`src/rtl/circle_engine.sv`:
```
// Midpoint-circle rasteriser: outline with per-octant mask or filled disc,
// one candidate pixel per cycle on the VGA plotting port.
module circle_engine #(
  parameter int unsigned X_W      = 8,
  parameter int unsigned Y_W      = 7,
  parameter int unsigned R_W      = 8,
  parameter int unsigned COLOUR_W = 3,
  parameter int unsigned SCREEN_W = 160,
  parameter int unsigned SCREEN_H = 120
) (
  input  logic                clk,
  input  logic                rst_n,
  input  logic                start,
  input  logic [COLOUR_W-1:0] colour,
  input  logic [X_W-1:0]      centre_x,
  input  logic [Y_W-1:0]      centre_y,
  input  logic [R_W-1:0]      radius,
  input  logic [7:0]          octant_mask,
  input  logic                fill,
  output logic                done,
  output logic [X_W-1:0]      vga_x,
  output logic [Y_W-1:0]      vga_y,
  output logic [COLOUR_W-1:0] vga_colour,
  output logic                vga_plot
);

  localparam int unsigned RW   = R_W + 3;
  localparam int unsigned XY_W = (X_W > Y_W) ? X_W : Y_W;
  localparam int unsigned CW   = ((XY_W > R_W) ? XY_W : R_W) + 2;
  localparam logic signed [RW-1:0] ONE = RW'(1);

  typedef enum logic [2:0] {IDLE, PLOT, SPAN, UPDATE, DONE} state_t;

  state_t               state, state_n;
  logic [COLOUR_W-1:0]  colour_q, colour_n;
  logic [X_W-1:0]       cx_q, cx_n;
  logic [Y_W-1:0]       cy_q, cy_n;
  logic [7:0]           mask_q, mask_n;
  logic                 fill_q, fill_n;
  logic signed [RW-1:0] ox_q, ox_n, oy_q, oy_n, crit_q, crit_n, sx_q, sx_n;
  logic [2:0]           oct_q, oct_n;
  logic [1:0]           span_q, span_n;

  logic signed [RW-1:0] dx, dy, half, half_next, oy_inc, ox_new;
  logic signed [CW-1:0] px, py;
  logic                 active, on_screen;

  // Offset of the current candidate pixel relative to the centre
  always_comb begin
    dx = '0;
    dy = '0;
    if (state == SPAN) begin
      dx = sx_q;
      unique case (span_q)
        2'd0:    dy = oy_q;
        2'd1:    dy = -oy_q;
        2'd2:    dy = ox_q;
        default: dy = -ox_q;
      endcase
    end else begin
      unique case (oct_q)
        3'd0:    begin dx = ox_q;  dy = oy_q;  end
        3'd1:    begin dx = oy_q;  dy = ox_q;  end
        3'd2:    begin dx = -ox_q; dy = oy_q;  end
        3'd3:    begin dx = -oy_q; dy = ox_q;  end
        3'd4:    begin dx = -ox_q; dy = -oy_q; end
        3'd5:    begin dx = -oy_q; dy = -ox_q; end
        3'd6:    begin dx = ox_q;  dy = -oy_q; end
        default: begin dx = oy_q;  dy = -ox_q; end
      endcase
    end
  end

  // Spans 0/1 are ox wide, spans 2/3 are oy wide
  assign half      = span_q[1] ? oy_q : ox_q;
  assign half_next = (span_q == 2'd0) ? ox_q : oy_q;

  assign px = $signed(CW'(cx_q)) + CW'(dx);
  assign py = $signed(CW'(cy_q)) + CW'(dy);

  assign on_screen = !px[CW-1] && (px < $signed(CW'(SCREEN_W))) &&
                     !py[CW-1] && (py < $signed(CW'(SCREEN_H)));
  assign active    = (state == PLOT) || (state == SPAN);

  assign vga_plot   = active && on_screen && ((state == SPAN) || mask_q[oct_q]);
  assign vga_x      = active ? px[X_W-1:0] : '0;
  assign vga_y      = active ? py[Y_W-1:0] : '0;
  assign vga_colour = active ? colour_q : '0;
  assign done       = (state == DONE);

  // Next-state and datapath update
  always_comb begin
    state_n  = state;
    colour_n = colour_q;
    cx_n     = cx_q;
    cy_n     = cy_q;
    mask_n   = mask_q;
    fill_n   = fill_q;
    ox_n     = ox_q;
    oy_n     = oy_q;
    crit_n   = crit_q;
    sx_n     = sx_q;
    oct_n    = oct_q;
    span_n   = span_q;
    oy_inc   = oy_q + ONE;
    ox_new   = ox_q;

    unique case (state)
      IDLE: begin
        if (start) begin
          colour_n = colour;
          cx_n     = centre_x;
          cy_n     = centre_y;
          mask_n   = octant_mask;
          fill_n   = fill;
          ox_n     = $signed(RW'(radius));
          oy_n     = '0;
          crit_n   = ONE - $signed(RW'(radius));
          sx_n     = -$signed(RW'(radius));
          oct_n    = '0;
          span_n   = '0;
          state_n  = fill ? SPAN : PLOT;
        end
      end
      PLOT: begin
        oct_n = oct_q + 3'd1;
        if (oct_q == 3'd7) state_n = UPDATE;
      end
      SPAN: begin
        if (sx_q == half) begin
          if (span_q == 2'd3) begin
            state_n = UPDATE;
          end else begin
            span_n = span_q + 2'd1;
            sx_n   = -half_next;
          end
        end else begin
          sx_n = sx_q + ONE;
        end
      end
      UPDATE: begin
        if (crit_q[RW-1] || (crit_q == '0)) begin
          crit_n = crit_q + (oy_inc <<< 1) + ONE;
        end else begin
          ox_new = ox_q - ONE;
          crit_n = crit_q + ((oy_inc - ox_new) <<< 1) + ONE;
        end
        oy_n   = oy_inc;
        ox_n   = ox_new;
        sx_n   = -ox_new;
        oct_n  = '0;
        span_n = '0;
        if (oy_inc <= ox_new) state_n = fill_q ? SPAN : PLOT;
        else                  state_n = DONE;
      end
      DONE: begin
        if (!start) state_n = IDLE;
      end
      default: state_n = IDLE;
    endcase
  end

  always_ff @(posedge clk) begin
    if (!rst_n) begin
      state    <= IDLE;
      colour_q <= '0;
      cx_q     <= '0;
      cy_q     <= '0;
      mask_q   <= '0;
      fill_q   <= 1'b0;
      ox_q     <= '0;
      oy_q     <= '0;
      crit_q   <= '0;
      sx_q     <= '0;
      oct_q    <= '0;
      span_q   <= '0;
    end else begin
      state    <= state_n;
      colour_q <= colour_n;
      cx_q     <= cx_n;
      cy_q     <= cy_n;
      mask_q   <= mask_n;
      fill_q   <= fill_n;
      ox_q     <= ox_n;
      oy_q     <= oy_n;
      crit_q   <= crit_n;
      sx_q     <= sx_n;
      oct_q    <= oct_n;
      span_q   <= span_n;
    end
  end

endmodule

```
`config.mk`:
```
export PLATFORM = sky130hd
export DESIGN_NAME = circle_engine
export DESIGN_NICKNAME = d
export VERILOG_FILES = /design/src/rtl/circle_engine.sv
export SDC_FILE = /design/constraint.sdc
export NUM_CORES = 1
export LEC_CHECK = 0
export BUFFER_PORTS_ARGS = -buffer_cell sky130_fd_sc_hd__buf_2
export CAP_MARGIN = 20
export CORE_MARGIN = 3
export CORE_UTILIZATION = 55
export CTS_BUF_LIST = sky130_fd_sc_hd__clkbuf_2
export DETAILED_ROUTE_END_ITERATION = 8
export MAX_ROUTING_LAYER = met4
export PLACE_DENSITY = 0.76
export SYNTH_ARGS = -nofsm -noshare
export SYNTH_HDL_FRONTEND = slang
export SYNTH_SLANG_ARGS = --single-unit
```
`constraint.sdc`:
```
create_clock -name clk -period 6.6 [get_ports clk]
set_input_delay 0.99 -clock clk [delete_from_list [all_inputs] [get_ports clk]]
set_output_delay 0.99 -clock clk [all_outputs]
set_load 0.005 [all_outputs]
```
# After elaboration in Yosys (flattened, before gate mapping)
# Index checks and enable logic that the tools add are counted.
# word_totals
reg_bits	79
latch_bits	0
ram_bits	0
rom_bits	0
inputBits	38
elab_cells	125
n_memories	0
# classes
n_addsub	18
multipliers	0
div_mod_pow	0
order_cmp	4
eq_ne	22
shifts	0
muxes	40
n_bitwise	0
reduce_logical	29
# ops
op	count
$mux 11	11
$pmux 10 s3	3
$pmux 11 s2	3
$add 11x2->11 const B	4
$pmux 11 s3	1
$mux 3	8
$add 11x11->11	2
$neg 11->11	2
$mux 10	2
$neg 10->10	2
$eq 3x3->1 const B	5
$pmux 3 s5	1
$eq 3x2->1 const B	4
$reduce_or 2->1	6
$eq 11x11->1	1
$le 11x11->1	1
$logic_not 11->1	1
$neg 8->11	1
$sub 11x2->11 const B	1
$add 8x10->10	1
$add 9x10->10	1
$lt 10x8->1 const B	1
$lt 10x9->1 const B	1
$mux 2	5
28 further kinds	45

# Depth between registers and ports, before layout
# logic_depth
depth_word	11
depth_mapped	21
depth_no_buf	17

# Least setup slack after synthesis
# No wires, ideal clock.
# synth_path
path_kind	register -> output
startpoint	reg span_q[1]
endpoint	out vga_plot
arrival_ps	4306
path_slack_ps	1304
path_stages_with_launch	22
n_path_buf	5
cell_sequence	dfxtp_1 buf_2 buf_4 inv_1 ha_1 clkbuf_1 buf_1 clkbuf_1 nor2_1 o221ai_1 o21a_1 ha_1 inv_1 fa_1 nor2b_1 o21a_1 o21ai_0 a21oi_1 xnor2_1 nor4_1 or4_1 nor4_2
# synth_between
elab_chain_cells	9
# synth_rtl
item	line	rtl
start, declared	42	logic [1:0] span_q, span_n;
start signal, assigned	189	span_q <= span_n;
$eq 2x2->1 (tied with other cells)	54	unique case (span_q)
$pmux 10 s3 (*)	54	
$mux 10 (*)	52	if (state == SPAN) begin
$add 8x10->10 (*)	79	assign py = $signed(CW'(cy_q)) + CW'(dy);
parallel branches: the longest is 2 deep, another holds $lt 10x8->1	--	
$logic_and 1x1->1 (*)	82	!py[CW-1] && (py < $signed(CW'(SCREEN_H)));
$logic_and 1x1->1 (*) (2 in a row)	85	assign vga_plot = active && on_screen && ((state == SPAN) || mask_q[oct_q]);
end, declared	24	output logic vga_plot
# Mark *: on every way between the ends.

# Worst setup path in the final report
# Ends and elaborated chain as after synthesis.

==> metrics.txt <==
outcome=finished, final reports clean; Max IR drop VDD=0.000176 V; Reg clk slew, reported paths=0.26 ns; first-pass detailed-route iteration total=7; setup TNS=0 ns; worst clock skew=0.0433 ns; EDFF count, synth=0; main combinational cell family by area after synthesis=compound AO/OA/AOI/OAI gates; crit path max fanout=15; Flop pwr share=0.237; die area=17400 µm²; Worst Tran Pin Value=0.965 ns; Non-Filler Instances=1382; htree depth=3; combinational share of power=0.643; sequential area share after synthesis=0.182; Sw Ratio=0.506; placed insts=1367; P_int=1.39 mW; flops & latches, synth=79; Post-Syn Instances=1168; gr usage total=0.336; Final period util=0.939; detailed placement HPWL=21200 µm; Max clock buf depth=2; net count after synthesis=1282; vias in the first global route=8217; P_leak=3.82 nW; crit path DAT=5.21 ns; initial antenna violation count=0; post-CTS setup repair buffer count=0; Netlist cell types=89; grt ovf=0; PD cells=306 nW/µm²; critical path startpoint category=register; chip height=132 µm; first-pass GRT wire length=45900 µm; iteration-0 DRC count of the detailed router=1280; root cell of the clock tree=clkbuf_2; ANT cells=0; layout cells sized above 1=0.121; clock share of power=0.120; Peak Freq=0.161 GHz; CTS tree=yes; detailed-route DRC error count=0; # resized after CTS=0; critical path class=reg -> out; Max stage delay on crit path=0.55 ns; Synth Area in Simple Gates=0.231; post-route ant nets=0; Final Wtd Congestion=1.02; Hold Crit Class=reg -> reg; Nets=1281; initial core utilization=0.567; total routed wirelength=29200 µm; Max-Cap Viols=0; worst slack, placed=0.820 ns; r2r setup slk=2.20 ns; largest net degree at the start of global routing=63; crit-path cells=buf_4, ha_1, nand2b_1, o21ai_0, a31oi_1, o21a_1, ha_1, inv_1, fa_1, nor2b_1, o21a_1, o21ai_0, a21oi_1, xnor2_1, nor4_1, or4_1, nor4_2, buf_2; Avg Inst Size Synth=7.46 µm²; Final Max Tran Viols=0; routed via count=8993; Post-Synth Adder-Cell Area=0.113; Die W=132 µm; RSZ-0062 raised after global routing=false; compound-cell area share of the yosys netlist=0.259; Setup crit end kind=output port; delay-heaviest family, CP=simple AND/OR/NAND/NOR gates; commonest cells after routing, fill and taps aside=121 x nand2_1, 117 x nor2_1, 112 x a21oi_1; Post-CTS Hold Fix Bufs=0; total CTS buffers=9; setup slack after layout=0.400 ns; final total power=2.81 mW; mapped cell area=8710 µm²; Buf+Inv Stages, Crit Path=3; Yosys warning count=0; most common cell after layout, fill and taps aside=nand2_1; PortBufs=57; CTS Sinks=79; fin crit period=6.20 ns; # setup viols final=0; Ports=58; Main synth FF type=dfxtp_1; Syn-to-layout area delta=5.43%; mux share of post-synthesis cell area=0.0448; row cnt=45; Crit-path slowest cell=or4_1; Net Sw Power=1.42 mW; Async SR Flop Fraction=0; WL/cell=21.1 µm; Hold Vio Cnt, Final=0; Core Area=15400 µm²; clk_lat worst skew=0.65 ns; max-slew headroom at the worst pin=0.356; Via-to-Cell Ratio=6.51; xor-xnor portion of the synthesized cell area=0.111; CP required=5.61 ns
sequential cells by signal, summed over array words and instances, names as in the netlist:
register / count
cy_q: 7
oy_q: 11
colour_q: 3
sx_q: 11
mask_q: 8
cx_q: 8
span_q: 2
oct_q: 3
state: 3
ox_q: 11
fill_q: 1
crit_q: 11
synthesized netlist by cell type, drive strengths merged (13+ instances only):
library cell / count / area [µm²]
xnor2: 72 / 646
a211oi: 14 / 105
a21o: 16 / 128
inv: 40 / 150
or3: 13 / 81.3
a221oi: 15 / 144
a31oi: 15 / 93.8
clkbuf: 59 / 221
nor4: 16 / 158
nor2: 118 / 459
nand3: 19 / 95.1
nor3: 34 / 180
o21ai: 62 / 314
buf: 27 / 140
dfxtp: 79 / 1580
mux2i: 30 / 300
nor2b: 20 / 125
xor2: 35 / 322
ha: 71 / 888
a21oi: 112 / 561
a22oi: 14 / 105
nand2: 122 / 460
worst register-to-register path, cell delays in order, from the launching register on:
cell,delay [ns]
dfxtp_1,1.02
and3_1,0.29
and3_1,0.26
xor2_1,0.61
ha_1,0.45
inv_1,0.09
o21bai_1,0.08
a21oi_1,0.18
xnor2_1,0.15
ha_1,0.29
a21o_1,0.19
a31oi_1,0.21
xnor2_1,0.13
o311ai_1,0.34
nor3b_2,0.08
final cells by class:
cell class	count	area (µm²)
multi-input combinational	963	6640
fill	1501	6180
sequential	79	1580
timing repair buffer	74	413
tap	211	264
inverter	40	150
clock inverter	6	92.6
clock buffer	9	45.0
power by group through the flow:
stage / Clock (mW) / Combinational, mW / Sequential [mW]
after global routing: 0.356 / 1.97 / 0.676
after detailed placement: 0 / 1.75 / 0.670
final: 0.338 / 1.81 / 0.666
after floorplan: 0 / 1.38 / 0.600
after global placement: 0 / 1.73 / 0.669
after CTS: 0.341 / 1.76 / 0.661
final timing paths:
kind | endpoint | from | cells after the start
max reg2reg | crit_q[10] | oy_q[4] | 14
max | vga_plot | span_q[1] | 18
min | colour_q[1] | colour_q[1] | 2
min reg2reg | colour_q[1] | colour_q[1] | 2
cells by family (layout without fill, tap and decap cells):
family          count (synthesis)  after routing
fa+ha+maj                      76             76
mux                            36             36
flops                          79             79
xor+xnor                      107            107
simple gates                  403            403
compound gates                341            341
buf+inv                       126            129
through the flow:
step,util,cell area (µm²),hold WS (ns)
after floorplan,-,8710,0.432
after global placement,0.587,9030,0.439
after detailed placement,0.588,9030,0.445
after CTS,0.597,9170,0.472
after global routing,0.598,9190,0.491
final,0.598,9190,0.470
metal layers:
metal | up-vias | global-route usage | part of all wire
li1 | 4209 | - | -
met2 | 501 | 0.469 | 0.43
met4 | 0 | 0.130 | 0.037
met3 | 89 | 0.0775 | 0.099
met5 | - | - | 0
met1 | 4194 | 0.468 | 0.44
No activity file was read; power rests on OpenSTA's default activity.
